## src/rtl/easyaxi_rd_arb.sv

```systemverilog
// easyaxi_rd_arb: N-master to 1-slave AXI read arbiter with round-robin AR, ID tagging and outstanding limit
module easyaxi_rd_arb #(
  parameter int MST_NUM = 2,
  parameter int ID_W = 4,
  parameter int ADDR_W = 32,
  parameter int DATA_W = 32,
  parameter int MAX_OUTS = 4,
  localparam int MW = MST_NUM > 1 ? $clog2(MST_NUM) : 1,
  localparam int SID_W = ID_W + MW
) (
  input  logic                      clk,
  input  logic                      rst,
  input  logic [MST_NUM-1:0]        mst_arvalid,
  output logic [MST_NUM-1:0]        mst_arready,
  input  logic [MST_NUM*ID_W-1:0]   mst_arid,
  input  logic [MST_NUM*ADDR_W-1:0] mst_araddr,
  input  logic [MST_NUM*8-1:0]      mst_arlen,
  input  logic [MST_NUM*3-1:0]      mst_arsize,
  input  logic [MST_NUM*2-1:0]      mst_arburst,
  output logic [MST_NUM-1:0]        mst_rvalid,
  input  logic [MST_NUM-1:0]        mst_rready,
  output logic [MST_NUM*ID_W-1:0]   mst_rid,
  output logic [MST_NUM*DATA_W-1:0] mst_rdata,
  output logic [MST_NUM*2-1:0]      mst_rresp,
  output logic [MST_NUM-1:0]        mst_rlast,
  output logic                      slv_arvalid,
  input  logic                      slv_arready,
  output logic [SID_W-1:0]          slv_arid,
  output logic [ADDR_W-1:0]         slv_araddr,
  output logic [7:0]                slv_arlen,
  output logic [2:0]                slv_arsize,
  output logic [1:0]                slv_arburst,
  input  logic                      slv_rvalid,
  output logic                      slv_rready,
  input  logic [SID_W-1:0]          slv_rid,
  input  logic [DATA_W-1:0]         slv_rdata,
  input  logic [1:0]                slv_rresp,
  input  logic                      slv_rlast,
  output logic                      route_err
);
  logic [MW-1:0] rr_ptr, g, idx;
  logic [3:0] outs_cnt;
  logic buf_full, any_v, accept, illegal, r_done;
  // scan downward so the first valid master at or after rr_ptr is the last to win
  always_comb begin
    g = '0;
    any_v = 1'b0;
    for (int k = MST_NUM - 1; k >= 0; k--) begin
      if (mst_arvalid[(int'(rr_ptr) + k) % MST_NUM]) begin
        g = MW'((int'(rr_ptr) + k) % MST_NUM);
        any_v = 1'b1;
      end
    end
  end
  assign accept = !rst && any_v && (!buf_full || slv_arready) && outs_cnt < 4'(MAX_OUTS);
  assign mst_arready = accept ? MST_NUM'(1) << g : '0;
  assign slv_arvalid = buf_full;
  assign idx = slv_rid[SID_W-1:ID_W];
  assign illegal = int'(idx) >= MST_NUM;
  // beats tagged with a non-existent master are sunk
  always_comb begin
    slv_rready = 1'b1;
    mst_rvalid = '0;
    for (int j = 0; j < MST_NUM; j++) begin
      if (idx == MW'(j)) begin
        mst_rvalid[j] = slv_rvalid;
        slv_rready = mst_rready[j];
      end
    end
  end
  assign r_done = slv_rvalid && slv_rready && slv_rlast;
  assign mst_rid = {MST_NUM{slv_rid[ID_W-1:0]}};
  assign mst_rdata = {MST_NUM{slv_rdata}};
  assign mst_rresp = {MST_NUM{slv_rresp}};
  assign mst_rlast = {MST_NUM{slv_rlast}};
  always_ff @(posedge clk) begin
    if (rst) begin
      buf_full <= 1'b0;
      slv_arid <= '0;
      slv_araddr <= '0;
      slv_arlen <= '0;
      slv_arsize <= '0;
      slv_arburst <= '0;
      rr_ptr <= '0;
      outs_cnt <= '0;
      route_err <= 1'b0;
    end else begin
      if (accept) begin
        buf_full <= 1'b1;
        slv_arid <= {g, mst_arid[g*ID_W +: ID_W]};
        slv_araddr <= mst_araddr[g*ADDR_W +: ADDR_W];
        slv_arlen <= mst_arlen[g*8 +: 8];
        slv_arsize <= mst_arsize[g*3 +: 3];
        slv_arburst <= mst_arburst[g*2 +: 2];
        rr_ptr <= int'(g) == MST_NUM - 1 ? '0 : g + MW'(1);
      end else if (slv_arready) buf_full <= 1'b0;
      if (accept && !r_done) outs_cnt <= outs_cnt + 4'd1;
      else if (r_done && !accept && outs_cnt != 4'd0) outs_cnt <= outs_cnt - 4'd1;
      if (slv_rvalid && illegal) route_err <= 1'b1;
    end
  end
endmodule

```

## config.mk

```make
export PLATFORM = sky130hd
export DESIGN_NAME = easyaxi_rd_arb
export DESIGN_NICKNAME = d
export VERILOG_FILES = /design/src/rtl/easyaxi_rd_arb.sv
export SDC_FILE = /design/constraint.sdc
export NUM_CORES = 1
export LEC_CHECK = 0
export ABC_AREA = 1
export BUFFER_PORTS_ARGS = -buffer_cell sky130_fd_sc_hd__buf_2
export CAP_MARGIN = 30
export CORE_AREA = 2 2 110 112
export CTS_BUF_LIST = sky130_fd_sc_hd__clkbuf_8
export CTS_CLUSTER_DIAMETER = 200
export DETAILED_ROUTE_END_ITERATION = 8
export DIE_AREA = 0 0 112 114
export PLACE_DENSITY = 0.65
export SLEW_MARGIN = 20
export SYNTH_ARGS = -nofsm -noshare
export SYNTH_HDL_FRONTEND = slang
export SYNTH_SLANG_ARGS = --single-unit
```

## constraint.sdc

```tcl
create_clock -name clk -period 2.04 [get_ports clk]
set_clock_uncertainty 0.05 [all_clocks]
set_input_delay 0.306 -clock clk [delete_from_list [all_inputs] [get_ports clk]]
set_output_delay 0.306 -clock clk [all_outputs]
set_load 0.1 [all_outputs]
```

; ---- After elaboration in Yosys (flattened, before gate mapping)
; Index checks and enable logic that the tools add are counted.
[totals]
output_inout_bits = 135
reg_bits = 56
word_cells = 57
[op_classes]
bitwise = 1
reduce_logical = 16
multipliers = 1
shifts = 6
add_sub_neg = 4
order_cmp = 3
mux = 18
[ops]
columns = op, count
row1 = indexed part select 64 x 7 -> 32 bit, 1
row2 = indexed part select 16 x 5 -> 8 bit, 1
row3 = two-way mux 1 bit, 15
row4 = logical AND 1 bit, 8
row5 = two-way mux 4 bit, 2
row6 = indexed part select 8 x 4 -> 4 bit, 1
row7 = indexed part select 6 x 4 -> 3 bit, 1
row8 = "adder 4 x 1 -> 4 bit, second input constant", 1
row9 = zero test 1 bit, 4
row10 = "less-than comparator 4 x 3 -> 1 bit, second input constant", 1
row11 = nonzero test 2 bit, 2
row12 = nonzero test 4 bit, 1
row13 = indexed part select 4 x 3 -> 2 bit, 1
row14 = "subtractor 4 x 1 -> 4 bit, second input constant", 1
row15 = "less-than comparator 2 x 3 -> 1 bit, second input constant", 1
row16 = "multiplier 1 x 2 -> 3 bit, second input constant", 1
row17 = "adder 1 bit, second input constant", 2
row18 = "less-than comparator 1 x 2 -> 1 bit, second input constant", 1
row19 = two-way mux 2 bit, 1
row20 = "left shift 1 x 1 -> 2 bit, first input constant", 1
row21 = "bitwise AND 1 bit, first input constant", 1
row22 = logical OR 1 bit, 1

; ---- Logic depth before layout (Yosys ltp)
[logic_depth]
word_depth = 15
depth_mapped = 13
mapped_depth_nobuf = 13

; ---- Worst setup path before layout
; Ideal clock, no wire load.
[synth_timing]
path_type = register to register
from = register buf_full (netlist: slv_arvalid)
to = register outs_cnt[3]
path_slack_ns = -0.261
required_ns = 1.875
arrival_ns = 2.136
n_path_buf = 0
path_stages_with_launch = 12
path_cell_list = dfxtp_1 nand2_1 nand2_1 nor2_1 nand2_1 ha_1 nand2_1 nor2_1 a211oi_1 nand3_1 nand2_1 nor2_1
[synth_between]
elab_chain_cells = 8
word_cells_on_any_way = 10
[synth_lines]
columns = item, line_no
row1 = "start, declared", 43  ; logic buf_full, any_v, accept, illegal, r_done;
row2 = "start signal, assigned", 78  ; buf_full <= 1'b0;
row3 = "start signal, assigned", 89  ; buf_full <= 1'b1;
row4 = "start signal, assigned", 96  ; end else if (slv_arready) buf_full <= 1'b0;
row5 = zero test 1 bit (*), 55  ; assign accept = !rst && any_v && (!buf_full || slv_arready) && outs_cnt < 4'(MAX_OUTS);
row6 = logical OR 1 bit (*), 55
row7 = logical AND 1 bit (*) (2 in a row), 55
row8 = zero test 1 bit, 98  ; else if (r_done && !accept && outs_cnt != 4'd0) outs_cnt <= outs_cnt - 4'd1;
row9 = logical AND 1 bit (2 in a row), 98
row10 = nonzero test 2 bit (no line), n/a
row11 = "end signal, assigned", 97  ; if (accept && !r_done) outs_cnt <= outs_cnt + 4'd1;
row12 = "end signal, assigned", 98
row13 = "end, declared", 42  ; logic [3:0] outs_cnt;
; Mark *: on every way between the ends. The rest lies on a longest branch, timed or not.
; A chain may end at the register's enable or synchronous reset.

; ---- Worst setup path in the final report
[layout_timing]
from = register outs_cnt[2]
to = output mst_arready[0]
[layout_between]
elab_chain_cells = 3
[layout_lines]
columns = item, line_no
row1 = less-than comparator 4 x 3 -> 1 bit, 55
row2 = logical AND 1 bit, 55
row3 = two-way mux 2 bit, 56  ; assign mst_arready = accept ? MST_NUM'(1) << g : '0;
row4 = "end, declared", 14  ; output logic [MST_NUM-1:0] mst_arready,
; Every way passes these cells.

==> metrics.log <==
INFO  metric placement_row_count = 40
INFO  metric ctsHtreeMaxLevel = 2
INFO  metric yosysWarnings = 0
INFO  metric number_of_global_route_vias_before_repair = 2621
INFO  metric clk_root_buffer_cell = clkbuf_8
INFO  metric drive_above_1_share = a little under two fifths
INFO  metric p_seq_share = roughly a third
INFO  metric critical_path_class = reg -> out
INFO  metric timing.final.setup_violations = 0
INFO  metric p_leak = 0.00167 uW
INFO  metric critPathLaunchType = flip-flop
INFO  metric synthesis.area_per_instance = 7.19 sq um
INFO  metric rsz_0062_raised_after_global_routing = no
INFO  metric grt_pass1_wl = roughly 12 mm
INFO  metric antenna-diode-count = 0
INFO  metric routabilityCongestion = 0.773
INFO  metric pwr-share-comb = 51.1%
INFO  metric finalWirelength = around 7.7 mm
INFO  metric maxCapViolations = 0
INFO  metric outcome = finished, final reports clean
INFO  metric initialDrtViolationCount = 88
INFO  metric library_cells_used_by_synthesis = 19
INFO  metric vias_per_cell = around 4.3
INFO  metric timing.slew.headroom = 61.0%
INFO  metric cts_max_path_buffers = 2
INFO  metric route.detailed.wl_per_inst = 11.9 um
INFO  metric power = roughly 4000 uW
INFO  metric cts.sinks = 56
INFO  metric grt_remaining_overflow = 0
INFO  metric hold_class = in -> reg
INFO  metric required = around 1700 ps
INFO  metric synthesis.nets = 568
INFO  metric port-buffer-count = 165
INFO  metric antenna_left = 0
INFO  metric num_io_pins = 281
INFO  metric irDropWorstVdd = around 0.43 mV
INFO  metric die_h = 114 um
INFO  metric via_count = roughly 2800
INFO  metric cp-end-kind = output pin
INFO  metric grtUsageTotal = 12.0%
INFO  metric route.detailed.drc = 0
INFO  metric detailedPlacementHpwl = 5.66 mm
INFO  metric final_common_cell = buf_2
INFO  metric dpl-instance-area = 3480 sq um
INFO  metric num-nets-final = 651
INFO  metric share_clk_of_total_power = 15.9%
INFO  metric hold_path.startpoint = mst_arlen[5]
INFO  metric synthCells = 419
INFO  metric fp.coreArea = 11700 sq um
INFO  metric worstSetupStartpoint = outs_cnt[2]
INFO  metric clkSlewWorstSetupHoldPaths = 110 ps
INFO  metric finalCriticalPeriod = 1930 ps
INFO  metric tritoncts.num_buffers = 5
INFO  metric grt_start_max_net_pins = 53
INFO  metric fp.dieArea = around 13000 sq um
INFO  metric start_util = about a quarter
INFO  metric switching_share = 51.4%
INFO  metric synth_sequential_area_ratio = about 37%
INFO  metric tightestPinTransition = 585 ps
INFO  metric hold_violations = 0
INFO  metric layout_common_cells = 163 x buf_2, 162 x nand2_1, 55 x dfxtp_1, 49 x a31oi_1
INFO  metric placed_instance_count = 641
INFO  metric netlist_area = approximately 3000 sq um
INFO  metric totalNegativeSetupSlack = 0 ps
INFO  metric area.growth.synth_to_final = 19.2%
INFO  metric final-instance-count-excl-fill = 650
INFO  metric floorplan.die.width = around 110 um
INFO  metric worstPathArrival = approximately 1600 ps
INFO  metric final_cell_area = approximately 3600 sq um
INFO  metric cellPowerDensity = 1150 nW/um^2
INFO  metric seq_cells_post_synth = 56
INFO  metric finalMaxSlewViolations = 0
INFO  metric clkLatencyLatePin = between 300 and 400 ps
INFO  metric post_route_clock_period_utilization = 94.4%
INFO  metric maximum_operating_frequency = just over 500 MHz
INFO  metric dr.pass1.iters = 4
INFO  metric clock_tree_from_tritoncts = built
INFO  metric timing.rr.start = outs_cnt[3]
INFO  metric intPower = 2000 uW
INFO  metric dp_slack = 85.0 ps
INFO  metric total_switching_power = 2120 uW
INFO  metric antenna_found_initial = 1
INFO  metric fin_ws = approximately 110 ps
INFO  metric critical_path_peak_fanout = 19
-- power groups by stage --
stage	Sequential (uW)	Clock, uW	Combinational, uW
CTS	1360	700	2110
detailed placement	1380	0	2100
global placement	1380	0	2100
global route	1380	736	2240
finish	1360	655	2100
floorplan	2400	0	1330
-- worst paths after layout --
kind / end / cells past startpoint / slack [ps]
setup / recovery: mst_arready[0] / 6 / 110
hold / removal: slv_arlen[5] / 3 / 180
setup reg to reg: outs_cnt[3] / 11 / 210
hold reg to reg: rr_ptr / 2 / 430
-- kinds of logic (layout without fill, tap and decap cells) --
group | after synthesis | in the layout | synth area share, %
AOI/OAI and AO/OA | 58 | 58 | 11.8
xor gates and xnor gates | 1 | 1 | 0.291
adders and majority gates | 3 | 3 | 1.49
buffers and inverters | 115 | 199 | 24.8
DFF | 56 | 56 | 37.2
other | 1 | 1 | 0.124
and+or+nand+nor | 185 | 185 | 24.3
-- routing by layer --
metal,GRT usage [%],vias up,share of wire [%]
met3,3.45,20,8.3
met1,14.4,1201,42
met5,0,-,0.17
met2,20.5,130,47
met4,4.80,2,2.2
li1,-,1423,-
-- through the flow --
| stage | hold WS (ps) | utilization, % |
|---|---|---|
| finish | 181 | 30.7 |
| floorplan | 394 | - |
| global route | 178 | 30.7 |
| CTS | 160 | 30.6 |
| global placement | 412 | 29.7 |
| detailed placement | 411 | 29.7 |
-- layout make-up --
| cell class | count | area [sq um] |
|---|---|---|
| sequential | 56 | 1120 |
| inverter | 15 | 56.3 |
| timing repair buffer | 176 | 976 |
| clock inverter | 2 | 15.0 |
| multi-input combinational | 248 | 1160 |
| tap | 147 | 184 |
| clock buffer | 6 | 82.6 |
| fill | 1325 | 8120 |
-- flip-flops by register name, indices dropped and copies added (netlist names) --
signal / flops
outs_cnt: 4
rr_ptr: 1
slv_araddr: 32
slv_arburst: 2
slv_arid: 5
slv_arlen: 8
slv_arsize: 3
slv_arvalid: 1
-- synthesized netlist by cell type, drive strengths merged --
cell type  instances  area share [%]
fa                 1            0.66
a211oi             2            0.50
nor3               1            0.54
nand3              2            0.33
buf               90              22
clkbuf            10             1.2
dfxtp             56              37
nand2            164              21
conb               1            0.12
inv               15             1.9
o21ai              6             1.0
xnor2              1            0.29
a31oi             49              10
nor2              18             2.7
a21oi              1            0.17
ha                 2            0.83
-- what timing repair did --
action                                  in CTS  in global routing
endpoints found under the setup margin       1                  2
gates resized for setup                      0                  3
hold buffers                                 0                  0
pin swaps                                    1                  0
cloned                                       0                  0
setup buffers                                1                  0
-- worst max-delay path, stage by stage (launching register included) --
cell and delay, ps:
dfxtp_1 330, buf_4 150, nor3_4 190, nand2_4 100, nor2_4 130, buf_12 160, buf_12 180
Power figures use the tool's default switching activity.
